--- src/rtl/pipeline_ctrl_pkg.sv ---
// Shared definitions for the pipeline hazard controller: FSM states,
// the hard-wired zero register index and the default mult/div latency.
package pipeline_ctrl_pkg;

    typedef enum logic {
        RUN     = 1'b0,
        MD_BUSY = 1'b1
    } state_e;

    localparam logic [4:0] REG_ZERO      = 5'd0;
    localparam int         MD_CYCLES_DEF = 4;

endpackage

--- src/rtl/md_stall_counter.sv ---
// Down-counter tracking the remaining MD_BUSY cycles of a multiply/divide;
// loaded on acceptance of the operation, decremented while busy.
module md_stall_counter
    import pipeline_ctrl_pkg::*;
#(
    parameter int MD_CYCLES = MD_CYCLES_DEF,
    parameter int CNT_W     = 4
) (
    input  logic clk,
    input  logic reset,
    input  logic load_i,
    input  logic dec_i,
    output logic zero_o
);

    // The accepting RUN cycle is the first stall cycle, so the busy phase
    // lasts MD_CYCLES-1 cycles: counting MD_CYCLES-2 down to 0 inclusive.
    localparam logic [CNT_W-1:0] LOAD_VAL = CNT_W'(MD_CYCLES - 2);

    logic [CNT_W-1:0] cnt_q, cnt_d;

    always_comb begin
        cnt_d = cnt_q;
        if (load_i) begin
            cnt_d = LOAD_VAL;
        end else if (dec_i) begin
            cnt_d = cnt_q - {{(CNT_W-1){1'b0}}, 1'b1};
        end
    end

    always_ff @(negedge clk or negedge reset) begin
        if (!reset) begin
            cnt_q <= '0;
        end else begin
            cnt_q <= cnt_d;
        end
    end

    assign zero_o = (cnt_q == '0);

endmodule

--- src/rtl/pipeline_hazard_ctrl.sv ---
// Pipeline hazard controller: load-use stall, taken-branch flush and
// multi-cycle mult/div stall, with a saturating stall-cycle counter.
module pipeline_hazard_ctrl
    import pipeline_ctrl_pkg::*;
#(
    parameter int MD_CYCLES = MD_CYCLES_DEF,
    parameter int CNT_W     = 4
) (
    input  logic        clk,
    input  logic        reset,
    input  logic [4:0]  id_rs,
    input  logic [4:0]  id_rt,
    input  logic        ex_mem_read,
    input  logic [4:0]  ex_rt,
    input  logic        branch_taken,
    input  logic        md_start,
    output logic        pc_en,
    output logic        if_id_en,
    output logic        id_ex_en,
    output logic        ex_mem_en,
    output logic        mem_wb_en,
    output logic        if_id_flush,
    output logic        id_ex_flush,
    output logic        ex_mem_flush,
    output logic        busy,
    output logic [31:0] stall_count
);

    state_e      state_q, state_d;
    logic        load_use;
    logic        md_load, md_dec, md_zero;
    logic [31:0] stall_count_q, stall_count_d;

    assign load_use = ex_mem_read && (ex_rt != REG_ZERO) &&
                      ((ex_rt == id_rs) || (ex_rt == id_rt));

    md_stall_counter #(
        .MD_CYCLES (MD_CYCLES),
        .CNT_W     (CNT_W)
    ) u_md_cnt (
        .clk    (clk),
        .reset  (reset),
        .load_i (md_load),
        .dec_i  (md_dec),
        .zero_o (md_zero)
    );

    // Outputs are Mealy; reset forces the free-running defaults.
    always_comb begin
        state_d      = state_q;
        md_load      = 1'b0;
        md_dec       = 1'b0;
        pc_en        = 1'b1;
        if_id_en     = 1'b1;
        id_ex_en     = 1'b1;
        ex_mem_en    = 1'b1;
        mem_wb_en    = 1'b1;
        if_id_flush  = 1'b0;
        id_ex_flush  = 1'b0;
        ex_mem_flush = 1'b0;
        if (reset) begin
            case (state_q)
                RUN: begin
                    if (md_start) begin
                        pc_en        = 1'b0;
                        if_id_en     = 1'b0;
                        id_ex_en     = 1'b0;
                        ex_mem_en    = 1'b0;
                        ex_mem_flush = 1'b1;
                        md_load      = 1'b1;
                        state_d      = MD_BUSY;
                    end else if (load_use) begin
                        pc_en       = 1'b0;
                        if_id_en    = 1'b0;
                        id_ex_flush = 1'b1;
                    end else if (branch_taken) begin
                        if_id_flush = 1'b1;
                    end
                end
                MD_BUSY: begin
                    pc_en        = 1'b0;
                    if_id_en     = 1'b0;
                    id_ex_en     = 1'b0;
                    ex_mem_en    = 1'b0;
                    ex_mem_flush = 1'b1;
                    md_dec       = !md_zero;
                    if (md_zero) begin
                        state_d = RUN;
                    end
                end
                default: state_d = RUN;
            endcase
        end
    end

    always_comb begin
        stall_count_d = stall_count_q;
        if (!pc_en && (stall_count_q != 32'hFFFF_FFFF)) begin
            stall_count_d = stall_count_q + 32'd1;
        end
    end

    always_ff @(negedge clk or negedge reset) begin
        if (!reset) begin
            state_q       <= RUN;
            stall_count_q <= '0;
        end else begin
            state_q       <= state_d;
            stall_count_q <= stall_count_d;
        end
    end

    assign busy        = (state_q == MD_BUSY);
    assign stall_count = stall_count_q;

endmodule

--- config.mk ---
export PLATFORM = sky130hd
export DESIGN_NAME = pipeline_hazard_ctrl
export DESIGN_NICKNAME = d
export VERILOG_FILES = /design/src/rtl/pipeline_ctrl_pkg.sv /design/src/rtl/md_stall_counter.sv /design/src/rtl/pipeline_hazard_ctrl.sv
export SDC_FILE = /design/constraint.sdc
export NUM_CORES = 1
export LEC_CHECK = 0
export CORE_MARGIN = 3
export CORE_UTILIZATION = 47
export CTS_CLUSTER_DIAMETER = 80
export DETAILED_ROUTE_END_ITERATION = 7
export PLACE_DENSITY_LB_ADDON = 0.15
export SETUP_SLACK_MARGIN = 0.15
export SYNTH_ARGS = -nofsm -noshare
export SYNTH_HDL_FRONTEND = slang
export SYNTH_SLANG_ARGS = --single-unit
--- constraint.sdc ---
create_clock -name clk -period 2.7 [get_ports clk]
set_clock_uncertainty 0.2 [all_clocks]
set_input_delay 0.27 -clock clk [delete_from_list [all_inputs] [get_ports clk]]
set_output_delay 0.27 -clock clk [all_outputs]
set_load 0.02 [all_outputs]
==> flow_summary.json <==
{
  "run_status": "finished, violations left",
  "violations": "setup timing",
  "setup_viol": 61,
  "worstSetupPathType": "in -> reg",
  "grt_pass1_vias": 2400,
  "routedWlPerCell_um": 27.1,
  "synth-xor-area-share_pct": 18.2,
  "antenna_found_initial": 0,
  "hpwl_mm": 4.12,
  "clk_latency_ps": 310,
  "startpoint": "ex_rt[1]",
  "worstPathCellList": "buf_6, or4_4, o21a_1, o31a_1, nand3_4, buf_12, buf_12, nor3_4, xor2_1",
  "critical_path.slowest_cell": "or4_4",
  "grt_usage_pct": 32.6,
  "gp_congestion": 0.812,
  "nNetsFinal": 378,
  "die_width_um": 71.6,
  "start_util_pct": 49.5,
  "drt_iter0_markers": 279,
  "muxShareOfSynthArea_pct": 0.557,
  "setup_ws_ps": -806,
  "end_kind": "register",
  "grt_pass1_wl_mm": 12.7,
  "syn_area_mm2": 0.00202,
  "synth_simple_gate_area_share_pct": 25.7,
  "ys.flop_type": "dfrtn_1",
  "area_delta_synth_final_pct": 96.3,
  "synth_top_family_by_area": "simple AND/OR/NAND/NOR gates",
  "drive_gt1_share_pct": 54.3,
  "cp-endpoint": "stall_count[20]",
  "cts_made_buffers": 5,
  "htreeDepth": 2,
  "first_pass_iters": 8,
  "seq_area_frac_synth_pct": 45.8,
  "yosysTopAreaCellShare_pct": 45.8,
  "core_mm2": 0.00409,
  "place_area_mm2": 0.00312,
  "rows": 23,
  "final_common_cell": "buf_4",
  "synth.distinct_cells": 38,
  "async_flop_share_pct": 100,
  "dp_cells": 365,
  "cp.required_ps": 1280,
  "drc": 0,
  "crit_fanout": 7,
  "cellLeakagePower_nw": 2.01,
  "power_frac_seq_pct": 31.9,
  "final_cell_mix": "buf_4 (68), buf_6 (57), dfrtn_1 (37)",
  "diodes": 0,
  "synth-compound-area-share_pct": 4.33,
  "final_util_pct": 97.2,
  "clk_pin_slew_ps": 50,
  "layout.cells.non_filler": 407,
  "ys.warnings.count": 0,
  "holdWs_ps": 381,
  "ys_ff_latch": 37,
  "root_buffer": "clkbuf_8",
  "finalWirelength_mm": 11.0,
  "path_buf_inv": 3,
  "reg2reg_slack_ps": -290,
  "io_pins": 61,
  "reg2reg_to": "stall_count[20]",
  "die_h_um": 71.6,
  "hold_viol_final": 0,
  "cp_top_family": "simple AND/OR/NAND/NOR gates",
  "synth_edf_count": 0,
  "io_buffer_count": 59,
  "grt_max_degree": 27,
  "intPower_mw": 1.44,
  "synthCells": 208,
  "peakVddDrop_v": 0.000555,
  "cp-start-kind": "input pin",
  "rsz0062_at_grt": "yes",
  "tightest_slew_ps": 902,
  "p_switching_mw": 0.834,
  "slowest_delay_ps": 530,
  "ant_nets": 0,
  "r2r-start": "stall_count[29]",
  "worstPathArrival_ps": 2090,
  "finalInstanceArea_mm2": 0.00397,
  "dieArea_mm2": 0.00513,
  "place_ws_ps": -1360,
  "via_per_inst": 6.54,
  "syn_area_per_cell_um2": 9.73,
  "p_sw_share_pct": 36.8,
  "vias": 2661,
  "hp-class": "reg -> reg",
  "worstSetupPathDepth": 9,
  "reg2reg_depth": 10,
  "clockBufferDepth": 2,
  "gr-total-overflow": 0,
  "cts_sinks": 37,
  "synth_top_area_cell": "dfrtn_1",
  "power.density_mw_per_mm2": 571,
  "cp_common_cell": "buf_12",
  "max-slew-margin-rel_pct": 39.4,
  "combPwrFrac_pct": 45.3,
  "clkPwrFrac_pct": 22.8,
  "cts_tree": "done",
  "synth.area.top_cells": "dfrtn_1 (46%), xor2_1 (10%), xnor2_1 (7.8%)",
  "drv_slew": 0,
  "synthAdderAreaFrac_pct": 1.24,
  "drv_cap": 0,
  "syn_nets": 230
}
==> tightest hold or removal path, stage by stage (launching register included) <==
cell     delay, ps
dfrtn_1        360
buf_4          150
xor2_1         140
==> cell type report <==
type                            instances  area [um^2]
Sequential cell                        37          926
Tap cell                               50         62.6
Clock inverter                          1         30.0
Clock buffer                            7         86.3
Inverter                                8         32.5
Fill cell                              68          115
Timing Repair Buffer                  147         1410
Multi-Input combinational cell        157         1420
==> cells in the mapped netlist, drive strengths merged (5+ instances only) <==
master / number
dfrtn: 37
and3: 5
inv: 8
nor2: 17
nand3: 16
nand2: 22
nand4: 8
nor3: 9
o21ai: 6
xnor2: 18
nor4: 9
buf: 5
xor2: 24
==> timing repair <==
item                                    in CTS  in global routing
cloned                                       2                  0
gates resized for setup                    325                 30
pin swaps                                   19                 23
hold buffers                                 0                  0
endpoints found under the setup margin      77                 75
buffers inserted                            22                 10
==> metrics by stage <==
stage	power, mW	setup TNS, ps
floorplan	1.05	-21490
global placement	1.35	-49070
detailed placement	1.37	-50990
CTS	2.04	-24080
global route	2.33	-27130
finish	2.27	-26490
==> worst min path at each step <==
stage | startpoint | end | slack (ps) | depth (start not counted)
global placement | u_md_cnt.cnt_q[2] | u_md_cnt.cnt_q[2] | 290 | 2
finish | stall_count[14] | stall_count[14] | 380 | 2
global route | u_md_cnt.cnt_q[3] | u_md_cnt.cnt_q[3] | 390 | 2
detailed placement | u_md_cnt.cnt_q[3] | u_md_cnt.cnt_q[3] | 300 | 2
floorplan | u_md_cnt.cnt_q[2] | u_md_cnt.cnt_q[2] | 260 | 2
CTS | u_md_cnt.cnt_q[3] | u_md_cnt.cnt_q[3] | 310 | 2
==> registers in the layout, indices dropped and copies added (netlist names) <==
| register | cells |
|---|---|
| busy | 1 |
| u_md_cnt.cnt_q | 4 |
| stall_count | 32 |
==> routing by layer <==
metal  global-route usage (%)  wire [um]  up-vias
met1                     39.4       3660     1297
met4                     11.9        957        0
met5                        0          0        -
li1                         -          -     1020
met2                     57.2       5490      245
met3                     6.59        924       99
==> cells by family after synthesis <==
logic type / after synthesis
other: 1
xor gates and xnor gates: 42
adders and majority gates: 2
AOI/OAI and AO/OA: 14
muxes: 1
and+or+nand+nor: 96
buffers and inverters: 15
DFF: 37
==> power by group through the flow <==
stage / logic [mW] / registers, mW / clock network [mW]
floorplan: 0.282 / 0.772 / 0
global placement: 0.650 / 0.702 / 0
detailed placement: 0.663 / 0.702 / 0
CTS: 0.829 / 0.708 / 0.501
global route: 1.06 / 0.726 / 0.537
finish: 1.03 / 0.725 / 0.517
Power figures use the tool's default switching activity.
==> RTL edit, RTL diff (same settings) <==
Make the reset (`reset`) synchronous in 2 clocked blocks.
--- a/src/rtl/md_stall_counter.sv
+++ b/src/rtl/md_stall_counter.sv
@@ -28,7 +28,7 @@
         end
     end
 
-    always_ff @(negedge clk or negedge reset) begin
+    always_ff @(negedge clk) begin
         if (!reset) begin
             cnt_q <= '0;
         end else begin
--- a/src/rtl/pipeline_hazard_ctrl.sv
+++ b/src/rtl/pipeline_hazard_ctrl.sv
@@ -100,7 +100,7 @@
         end
     end
 
-    always_ff @(negedge clk or negedge reset) begin
+    always_ff @(negedge clk) begin
         if (!reset) begin
             state_q       <= RUN;
             stall_count_q <= '0;
Behaviour: differs if reset is asserted again (counterexample within 4 cycles, from zero or initial values and one cycle with reset low); with reset held inactive, the same outputs for 10 cycles.
==> RTL edit against the original RTL <==
The run now fails in global routing (5_1_grt); area after synthesis grew 16%.
==> RTL edit: results (changes against the original RTL) <==
metric;value;unit;change
outcome;stopped before the end;;was finished, violations left
stop_stage;global routing (5_1_grt);;
firstError;[ERROR DPL-0038] Utilization greater than 100%, impossible to legalize;;
syn_area_per_cell;8.48;um2;was 9.73 um2
async_flop_share;0;;was 1.00
ys_ff_latch;37;;unchanged
io_buffers;59;;unchanged
place.gp.congestion;0.872;;was 0.812
grt_max_degree;33;;
dpl_cell_area;0.00366;mm2;was 0.00312 mm2
synth_compound_area_frac;0.168;;was 0.0433
synth.area.mux_share;0.0684;;was 0.00557
htreeDepth;2;;unchanged
yosysUniqueCellTypes;55;;was 38
synth_commonest_cells;dfxtp_1 (37), nand2_1 (30), mux2i_1 (16);;was dfrtn_1 (37), xor2_1 (24), nand2_1 (22)
cts_max_path_buffers;2;;unchanged
ys_warn_count;0;;unchanged
dpl.hpwl;5.21;mm;was 4.12 mm
crit_endpoint;if_id_en;;
worst_endpoint_kind;output port;;
synth_fp_nets;298;;was 230
synth_adder_area_share;0.0107;;was 0.0124
clockRootBuffer;clkbuf_8;;unchanged
synth_area_leaders;dfxtp_1 (32%), mux2i_1 (6.8%), nand2_1 (4.8%);;was dfrtn_1 (46%), xor2_1 (10%), xnor2_1 (7.8%)
yosysSeqAreaShare;0.316;;was 0.458
numCtsBuffers;5;;unchanged
synth_xor_area_frac;0.0449;;was 0.182
## RTL edit: cell types whose count changed after synthesis, moves of 9 or more
cell / before / now
a21oi_1: 1 / 14
dfrtn_1: 37 / 0
dfxtp_1: 0 / 37
mux2i_1: 0 / 16
nand2b_1: 1 / 11
o31ai_1: 0 / 10
or4_1: 1 / 10
xnor2_1: 18 / 2
xor2_1: 24 / 10
## RTL edit: metrics by stage
step	utilization	setup WS (ns)	std cells
floorplan	-	-0.518	276
global placement	0.771	-1.07	451
detailed placement	0.771	-1.18	451
CTS	0.966	-0.777	536
## RTL edit: repair_timing
| action | in CTS |
|---|---|
| gates cloned | 4 |
| pin swaps | 30 |
| resized for setup | 391 |
| endpoints found under the setup margin | 77 |
| setup buffers | 37 |
## RTL edit: logic make-up after synthesis
family / after synthesis
flip-flops: 37
adder cells (fa/ha/maj): 2
AO/OA/AOI/OAI: 52
AND/OR/NAND/NOR: 132
multiplexers: 16
buffers and inverters: 24
other: 1
XOR/XNOR: 12
